### src/rtl/cpu_pkg.sv
// Shared types and constants for the 16-bit pipelined CPU.
package cpu_pkg;

    localparam int DATA_W = 16;
    localparam logic [3:0] OPC_HLT = 4'hF;
    localparam logic [DATA_W-1:0] NOP_INSTR = 16'h0000;

    typedef enum logic [1:0] {
        RUN,
        HALT_PEND,
        HALTED
    } fetch_state_t;

endpackage

### src/rtl/ifid_latch.sv
// One field of the IF/ID pipeline latch: write enable plus clear-to-bubble.
import cpu_pkg::*;

module ifid_latch #(
    parameter int W = DATA_W,
    parameter logic [W-1:0] CLR_VAL = '0
) (
    input  logic         clk,
    input  logic         rst,
    input  logic         wen,
    input  logic         clear,
    input  logic [W-1:0] d,
    output logic [W-1:0] q
);

    always_ff @(posedge clk) begin
        if (rst) begin
            q <= CLR_VAL;
        end else if (wen) begin
            q <= clear ? CLR_VAL : d;
        end
    end

endmodule

### src/rtl/fetch_stage.sv
// Instruction fetch: PC, next-PC select, IF/ID latch and HLT wind-down FSM.
// Optional FETCH_PERF_CNT_EN adds saturating stall/bubble counters.
import cpu_pkg::*;

module fetch_stage #(
    parameter int DATA_W = cpu_pkg::DATA_W,
    parameter logic [DATA_W-1:0] RESET_PC = '0,
    parameter logic [DATA_W-1:0] NOP_INSTR = cpu_pkg::NOP_INSTR,
    parameter logic [3:0] HALT_OPCODE = OPC_HLT
) (
    input  logic              clk,
    input  logic              rst,
    output logic [DATA_W-1:0] imem_addr_o,
    input  logic [DATA_W-1:0] imem_data_i,
    input  logic              imem_valid_i,
    input  logic              stall_i,
    input  logic              flush_i,
    input  logic [DATA_W-1:0] branch_target_i,
    input  logic              halt_commit_i,
    output logic [DATA_W-1:0] ifid_instr_o,
    output logic [DATA_W-1:0] ifid_pc_plus2_o,
    output logic              ifid_valid_o,
`ifdef FETCH_PERF_CNT_EN
    output logic [31:0]       stall_cnt_o,
    output logic [31:0]       bubble_cnt_o,
`endif
    output logic              halted_o
);

    localparam logic [DATA_W-1:0] PC_STEP = DATA_W'(2);

    fetch_state_t state;
    logic [DATA_W-1:0] pc;
    logic [DATA_W-1:0] pc_plus2;
    logic flush_eff;
    logic accept;
    logic is_hlt;
    logic wen;
    logic clear;

    // A halted core ignores redirects entirely.
    assign flush_eff = flush_i && (state != HALTED);
    assign accept = !flush_eff && !stall_i && imem_valid_i && (state == RUN);
    assign is_hlt = imem_data_i[DATA_W-1:DATA_W-4] == HALT_OPCODE;
    assign pc_plus2 = pc + PC_STEP;
    assign wen = !stall_i || flush_eff;
    assign clear = !accept;
    assign imem_addr_o = pc;

    always_ff @(posedge clk) begin
        if (rst) begin
            pc <= RESET_PC;
        end else if (flush_eff) begin
            pc <= branch_target_i;
        end else if (accept) begin
            pc <= pc_plus2;
        end
    end

    always_ff @(posedge clk) begin
        if (rst) begin
            state <= RUN;
            halted_o <= 1'b0;
        end else begin
            unique case (state)
                RUN: begin
                    if (accept && is_hlt) begin
                        state <= HALT_PEND;
                    end
                end
                HALT_PEND: begin
                    if (flush_eff) begin
                        state <= RUN;
                    end else if (halt_commit_i) begin
                        state <= HALTED;
                        halted_o <= 1'b1;
                    end
                end
                HALTED: begin
                    state <= HALTED;
                end
                default: begin
                    state <= RUN;
                end
            endcase
        end
    end

    ifid_latch #(.W(DATA_W), .CLR_VAL(NOP_INSTR)) u_instr (
        .clk   (clk),
        .rst   (rst),
        .wen   (wen),
        .clear (clear),
        .d     (imem_data_i),
        .q     (ifid_instr_o)
    );

    ifid_latch #(.W(DATA_W), .CLR_VAL('0)) u_pc_plus2 (
        .clk   (clk),
        .rst   (rst),
        .wen   (wen),
        .clear (clear),
        .d     (pc_plus2),
        .q     (ifid_pc_plus2_o)
    );

    ifid_latch #(.W(1), .CLR_VAL(1'b0)) u_valid (
        .clk   (clk),
        .rst   (rst),
        .wen   (wen),
        .clear (clear),
        .d     (1'b1),
        .q     (ifid_valid_o)
    );

`ifdef FETCH_PERF_CNT_EN
    always_ff @(posedge clk) begin
        if (rst) begin
            stall_cnt_o <= '0;
            bubble_cnt_o <= '0;
        end else begin
            if (stall_i && !flush_i && stall_cnt_o != '1) begin
                stall_cnt_o <= stall_cnt_o + 32'd1;
            end
            if (wen && clear && bubble_cnt_o != '1) begin
                bubble_cnt_o <= bubble_cnt_o + 32'd1;
            end
        end
    end
`endif

endmodule

### config.mk
export PLATFORM = sky130hd
export DESIGN_NAME = fetch_stage
export DESIGN_NICKNAME = d
export VERILOG_FILES = /design/src/rtl/cpu_pkg.sv /design/src/rtl/ifid_latch.sv /design/src/rtl/fetch_stage.sv
export SDC_FILE = /design/constraint.sdc
export NUM_CORES = 1
export LEC_CHECK = 0
export ABC_AREA = 1
export BUFFER_PORTS_ARGS = -buffer_cell sky130_fd_sc_hd__buf_2
export CAP_MARGIN = 40
export CORE_AREA = 3 3 82 68
export CTS_CLUSTER_DIAMETER = 30
export CTS_CLUSTER_SIZE = 24
export DETAILED_ROUTE_END_ITERATION = 10
export DIE_AREA = 0 0 85 71
export GPL_ROUTABILITY_DRIVEN = 0
export PLACE_DENSITY = 0.78
export REMOVE_ABC_BUFFERS = 1
export SYNTH_ARGS = -nofsm -noshare
export SYNTH_HDL_FRONTEND = slang
export SYNTH_SLANG_ARGS = --single-unit
### constraint.sdc
create_clock -name clk -period 1.74 [get_ports clk]
set_clock_uncertainty 0.2 [all_clocks]
set_input_delay 0.174 -clock clk [delete_from_list [all_inputs] [get_ports clk]]
set_output_delay 0.174 -clock clk [all_outputs]
set_load 0.1 [all_outputs]
==> metrics.md, run 1 <==
| Metric | Value |
|---|---|
| Status | `finished, final reports clean` |
| WP buf/inv | `1` |
| Top FF cell, synth | `dfxtp_1` |
| Largest net degree at the start of global routing | `28` |
| Actual slew at the worst max-slew pin | `~510 ps` |
| Post-synth EDFFs | `0` |
| Total die area | `6040 um^2` |
| Synth async-reset ratio | `0%` |
| Leakage | `0.00158 uW` |
| Vias in the first global route | `2431` |
| Core area | `4920 um^2` |
| Crit end category | `output port` |
| IO Pins | `88` |
| Worst-Skew Late Latency | `300 ps` |
| R2R Setup Slk | `160 ps` |
| CTS buffer count | `5` |
| Fin. max-slew vios | `0` |
| Vias per cell | `4.95` |
| Dpl hpwl | `~4400 um` |
| CP Launch Type | `register` |
| Synth cell types | `27` |
| Sink Count | `between 50 and 60` |
| DR vias | `roughly 2500` |
| Cell count after synthesis | `327` |
| Critical Path RT | `1370 ps` |
| Setup-failing EPs final | `0` |
| Inst Count DP | `473` |
| Power density over cell area | `818 nW/um^2` |
| Worst Hold Class | `input pin to register` |
| H-tree depth | `2` |
| Total gr overflow | `0` |
| GRT Resource Usage Total | `21.8%` |
| Initial antenna violation count | `0` |
| Synth Warn # | `0` |
| Seq cells post-synth | `52` |
| Worst-case hold slack | `between 2 and 2.5 ps` |
| Clock-pin slew on the worst setup and hold paths | `100 ps` |
| CTS max path bufs | `2` |
| Sequential fraction of the synthesis area | `44.6%` |
| CP max-delay cell | `buf_2` |
| RSZ-0062 raised after global routing | `false` |
| Share of layout cells above drive strength 1 | `27.6%` |
| WP data arrival | `1250 ps` |
| Global-route wire length before repair | `10800 um` |
| WL per Instance | `12.8 um` |
| DRT iter0 DRCs | `about 130` |
| Minimum clock period | `1630 ps` |
| Post-Syn Area per Cell | `7.14 um^2` |
| Slew HR | `between 60% and 70%` |
| Area Overhead vs Synth | `39.0%` |
| Root Buffer | `clkbuf_8` |
| N_diodes | `0` |
| TritonCTS clock tree | `done` |
| Port Buffers | `87` |
| Initial core utilization | `47.4%` |
| Total Wirelength | `6480 um` |
| Post-DRT Antenna Nets | `0` |
| Synthesized cell area | `2330 um^2` |
| Hold Fails Final Rpt | `0` |
| Synth top area cells | `dfxtp_1 45%, nand2_1 18%, a21oi_1 9.9%` |
| Util after Layout | `66.0%` |
| Nets | `483` |
| Worst path max stage delay | `480 ps` |
| Cells along the critical path | `buf_2` |
| # DRC | `0` |
| Top cell type's share of synthesized area | `44.6%` |
| Die width | `85 um` |
| # rows | `23` |
| Area leader, netlist | `dfxtp_1` |
| Die Height | `71 um` |
| Cell family with most CP delay | `buffers and inverters` |
| Final std cells w/o fill | `a little over 500` |
| First drt pass iteration count | `4` |
| Max Fanout on Critical Path | `5` |
| Fin crit share | `93.4%` |
| Critical path class | `register to output port` |
| Worst vdd ir | `between 400 and 500 uV` |
| Max_cap viols | `0` |
| F_max | `around 0.62 GHz` |
==> repair_timing <==
action,4_1_cts,5_1_grt
hold endpoints to repair,27,0
endpoints found under the setup margin,0,7
gates resized for setup,0,4
hold buffers,26,0
buffers inserted,0,0
==> flip-flops by register name, indices dropped and copies added, names as in the netlist <==
| signal | flops |
|---|---|
| u_instr.q | 16 |
| state | 2 |
| imem_addr_o | 16 |
| u_valid.q | 1 |
| u_pc_plus2.q | 16 |
| halted_o | 1 |
==> report_power, final <==
group | internal, uW | total (uW) | leakage, uW | switching, uW
combinational | 156 | 561 | 0.00110 | 405
clock | 426 | 835 | 0.0000541 | 409
sequential | 1220 | 1260 | 0.000423 | 35.6
==> layout make-up <==
cell class / count / area [um^2]
flip-flops and latches: 52 / 1040
clock buffers: 5 / 68.8
multi-input cells: 227 / 1080
well taps: 62 / 77.6
clock inverters: 3 / 42.5
repair buffers: 124 / 803
fillers: 460 / 1680
inverters: 34 / 130
==> kinds of logic (layout without fill, tap and decap cells) <==
logic type | Yosys count | count (layout) | synth area share (%)
xor gates and xnor gates | 3 | 3 | 1.13
AOI/OAI and AO/OA | 53 | 53 | 11.6
and+or+nand+nor | 170 | 170 | 32.6
buffers and inverters | 48 | 166 | 9.54
adders and majority gates | 1 | 1 | 0.536
DFF | 52 | 52 | 44.6
==> through the flow <==
step | setup WS [ps] | cell area (um^2) | TNS (ps) | power, uW
after global routing | 6.52 | 3250 | 0 | 2760
after floorplan | -631 | 2240 | -10780 | 1640
after CTS | 132 | 3230 | 0 | 2670
final | 114 | 3250 | 0 | 2660
after global placement | 230 | 2860 | 0 | 1790
after detailed placement | 148 | 2860 | 0 | 1800
==> synth_stat cells (2+ instances only) <==
library cell,count
nand2_1,109
dfxtp_1,52
a21oi_1,46
nand3_1,32
inv_1,31
nor2_1,12
buf_4,6
clkbuf_1,5
nand4_1,5
a31oi_1,3
inv_2,3
nand3_2,3
o21ai_0,3
nand4_2,2
nor2_4,2
xnor2_1,2
==> path summary, 6_finish.rpt <==
kind | cells past startpoint | startpoint | end
setup / recovery | 1 | imem_addr_o[3] | imem_addr_o[3]
hold / removal | 5 | branch_target_i[13] | imem_addr_o[13]
setup reg to reg | 8 | imem_addr_o[1] | imem_addr_o[9]
hold reg to reg | 2 | u_instr.q[0] | u_instr.q[0]
==> layer usage <==
metal  vias up  GRT usage, %  share of wire [%]
li1       1283             -                  -
met1      1135          27.6                 44
met2        88          38.1                 47
met3         4          4.89                7.8
met4         0          4.22               0.37
met5         -             0                  0
==> cell usage in the layout, fill, tap and decap left out, types with 5 or more instances in the layout <==
cell type / synthesis / routed
nand2_1: 109 / 109
dlygate4sd3_1: 0 / 26
nand4_1: 5 / 5
buf_4: 6 / 9
nand3_1: 32 / 31
buf_2: 1 / 87
a21oi_1: 46 / 45
clkbuf_8: 0 / 5
inv_1: 31 / 31
dfxtp_1: 52 / 52
nor2_1: 12 / 12
(Power assumes the default switching activity.)
==> inputs of run 2 (changes only) <==
Settings changed: CORE_AREA 3 3 82 68 to 3 3 80 67, CTS_BUF_LIST set to sky130_fd_sc_hd__clkbuf_4 sky130_fd_sc_hd__clkbuf_8, DIE_AREA 0 0 85 71 to 0 0 83 70, PLACE_DENSITY 0.78 to 0.81.
==> metrics.md, run 2 (synthesis results as in run 1) <==
| Metric | Value |
|---|---|
| Nets | `481` |
| CP max-delay cell | `buf_2` |
| Root Buffer | `clkbuf_8` |
| Worst-Skew Late Latency | `310 ps` |
| Vias in the first global route | `between 2000 and 2500` |
| N_diodes | `0` |
| Setup-failing EPs final | `0` |
| H-tree depth | `2` |
| First drt pass iteration count | `4` |
| Slew HR | `between 60% and 70%` |
| Most frequent cells in the layout | `109 x nand2_1, 87 x buf_2, 52 x dfxtp_1, 46 x a21oi_1` |
| Area of placed instances | `between 2000 and 3000 um^2` |
| WP buf/inv | `1` |
| Vias per cell | `5.00` |
| Share of layout cells above drive strength 1 | `26.6%` |
| Worst path max stage delay | `480 ps` |
| Cell family with most CP delay | `buffers and inverters` |
| DR vias | `2516` |
| Total Wirelength | `6400 um` |
| Cells along the critical path | `buf_2` |
| Global-route wire length before repair | `10700 um` |
| Initial antenna violation count | `0` |
| Total die area | `just under 6000 um^2` |
| Worst vdd ir | `509 uV` |
| Fin crit share | `93.8%` |
| GRT Resource Usage Total | `22.0%` |
| FILL cells | `400` |
| WL per Instance | `roughly 13 um` |
| CTS max path bufs | `2` |
| IO Pins | `a little under 90` |
| Max_cap viols | `0` |
| Design Area, Final | `3220 um^2` |
| Total Power | `2650 uW` |
| Die Height | `70 um` |
| Clock-pin slew on the worst setup and hold paths | `100 ps` |
| Util after Layout | `70.5%` |
| Port Buffers | `87` |
| Sink Count | `52` |
| Total gr overflow | `0` |
| WP data arrival | `1260 ps` |
| Dpl ws | `138 ps` |
| Final TNS setup | `0 ps` |
| # DRC | `0` |
| CP Launch Type | `register` |
| Commonest non-fill, non-tap cell in the layout | `nand2_1` |
| Critical path class | `register to output port` |
| Die width | `83 um` |
| DRT iter0 DRCs | `119` |
| Initial core utilization | `51.1%` |
| Dpl hpwl | `roughly 4400 um` |
| Worst setup margin | `108 ps` |
| F_max | `0.613 GHz` |
| Largest net degree at the start of global routing | `31` |
| Actual slew at the worst max-slew pin | `509 ps` |
| Max Fanout on Critical Path | `6` |
| # rows | `22` |
| TritonCTS clock tree | `done` |
| Leakage | `roughly 0.0016 uW` |
| CTS buffer count | `5` |
| Core area | `4570 um^2` |
| Crit end category | `output port` |
| Worst Hold Class | `input pin to register` |
| Hold Fails Final Rpt | `0` |
| Status | `finished, final reports clean` |
| Post-DRT Antenna Nets | `0` |
| Power density over cell area | `824 nW/um^2` |
| Minimum clock period | `1630 ps` |
| Fin. max-slew vios | `0` |
| Critical Path RT | `between 1000 and 1500 ps` |
| Area Overhead vs Synth | `38.0%` |
run 2: final cells by class:
type | instances | area (um^2) | area share (%)
multi-input combinational | 227 | 1080 | 33.4
sequential | 52 | 1040 | 32.3
timing repair buffer | 122 | 791 | 24.5
inverter | 34 | 128 | 3.96
clock buffer | 6 | 76.3 | 2.37
tap | 60 | 75.1 | 2.33
clock inverter | 2 | 35.0 | 1.09
run 2: report_power, final:
part	internal, uW	total (uW)	switching [uW]	leakage, uW
clock	443	837	394	0.0000586
combinational	154	559	405	0.00110
sequential	1220	1260	35.1	0.000423
total	1820	2650	834	0.00158
run 2: worst reg2reg max path: cells and delay by family, from the launching register on:
kind | cells | cell delay, ps
flip-flops | 1 | 350
AO/OA/AOI/OAI | 1 | 180
buffers and inverters | 2 | 330
AND/OR/NAND/NOR | 3 | 490
run 2: final timing paths:
kind / from / to / slack [ps] / cells past startpoint
worst max-delay path: imem_addr_o[13] / imem_addr_o[13] / 110 / 1
worst min-delay path: branch_target_i[13] / imem_addr_o[13] / 5 / 5
worst min register to register: u_instr.q[8] / u_instr.q[8] / 260 / 2
worst max register to register: state[1] / imem_addr_o[10] / 120 / 6
run 2: layer usage:
metal	up-vias	routed length, um	GRT usage [%]
li1	1279	-	-
met1	1152	2820	27.4
met2	81	3090	38.2
met3	4	447	4.95
met4	0	38	5.99
met5	-	0	0
run 2: metrics by stage:
step | instances | hold slack [ps]
floorplan | 313 | 43.1
global placement | 468 | 224
detailed placement | 468 | 228
CTS | 503 | 0.426
global route | 503 | 34.6
finish | 503 | 5.08
run 2: repair_timing:
item	4_1_cts	5_1_grt
hold buffers	27	0
endpoints found under the setup margin	0	1
endpoints found under the hold margin	28	0
gates resized for setup	0	1
setup buffers	0	0
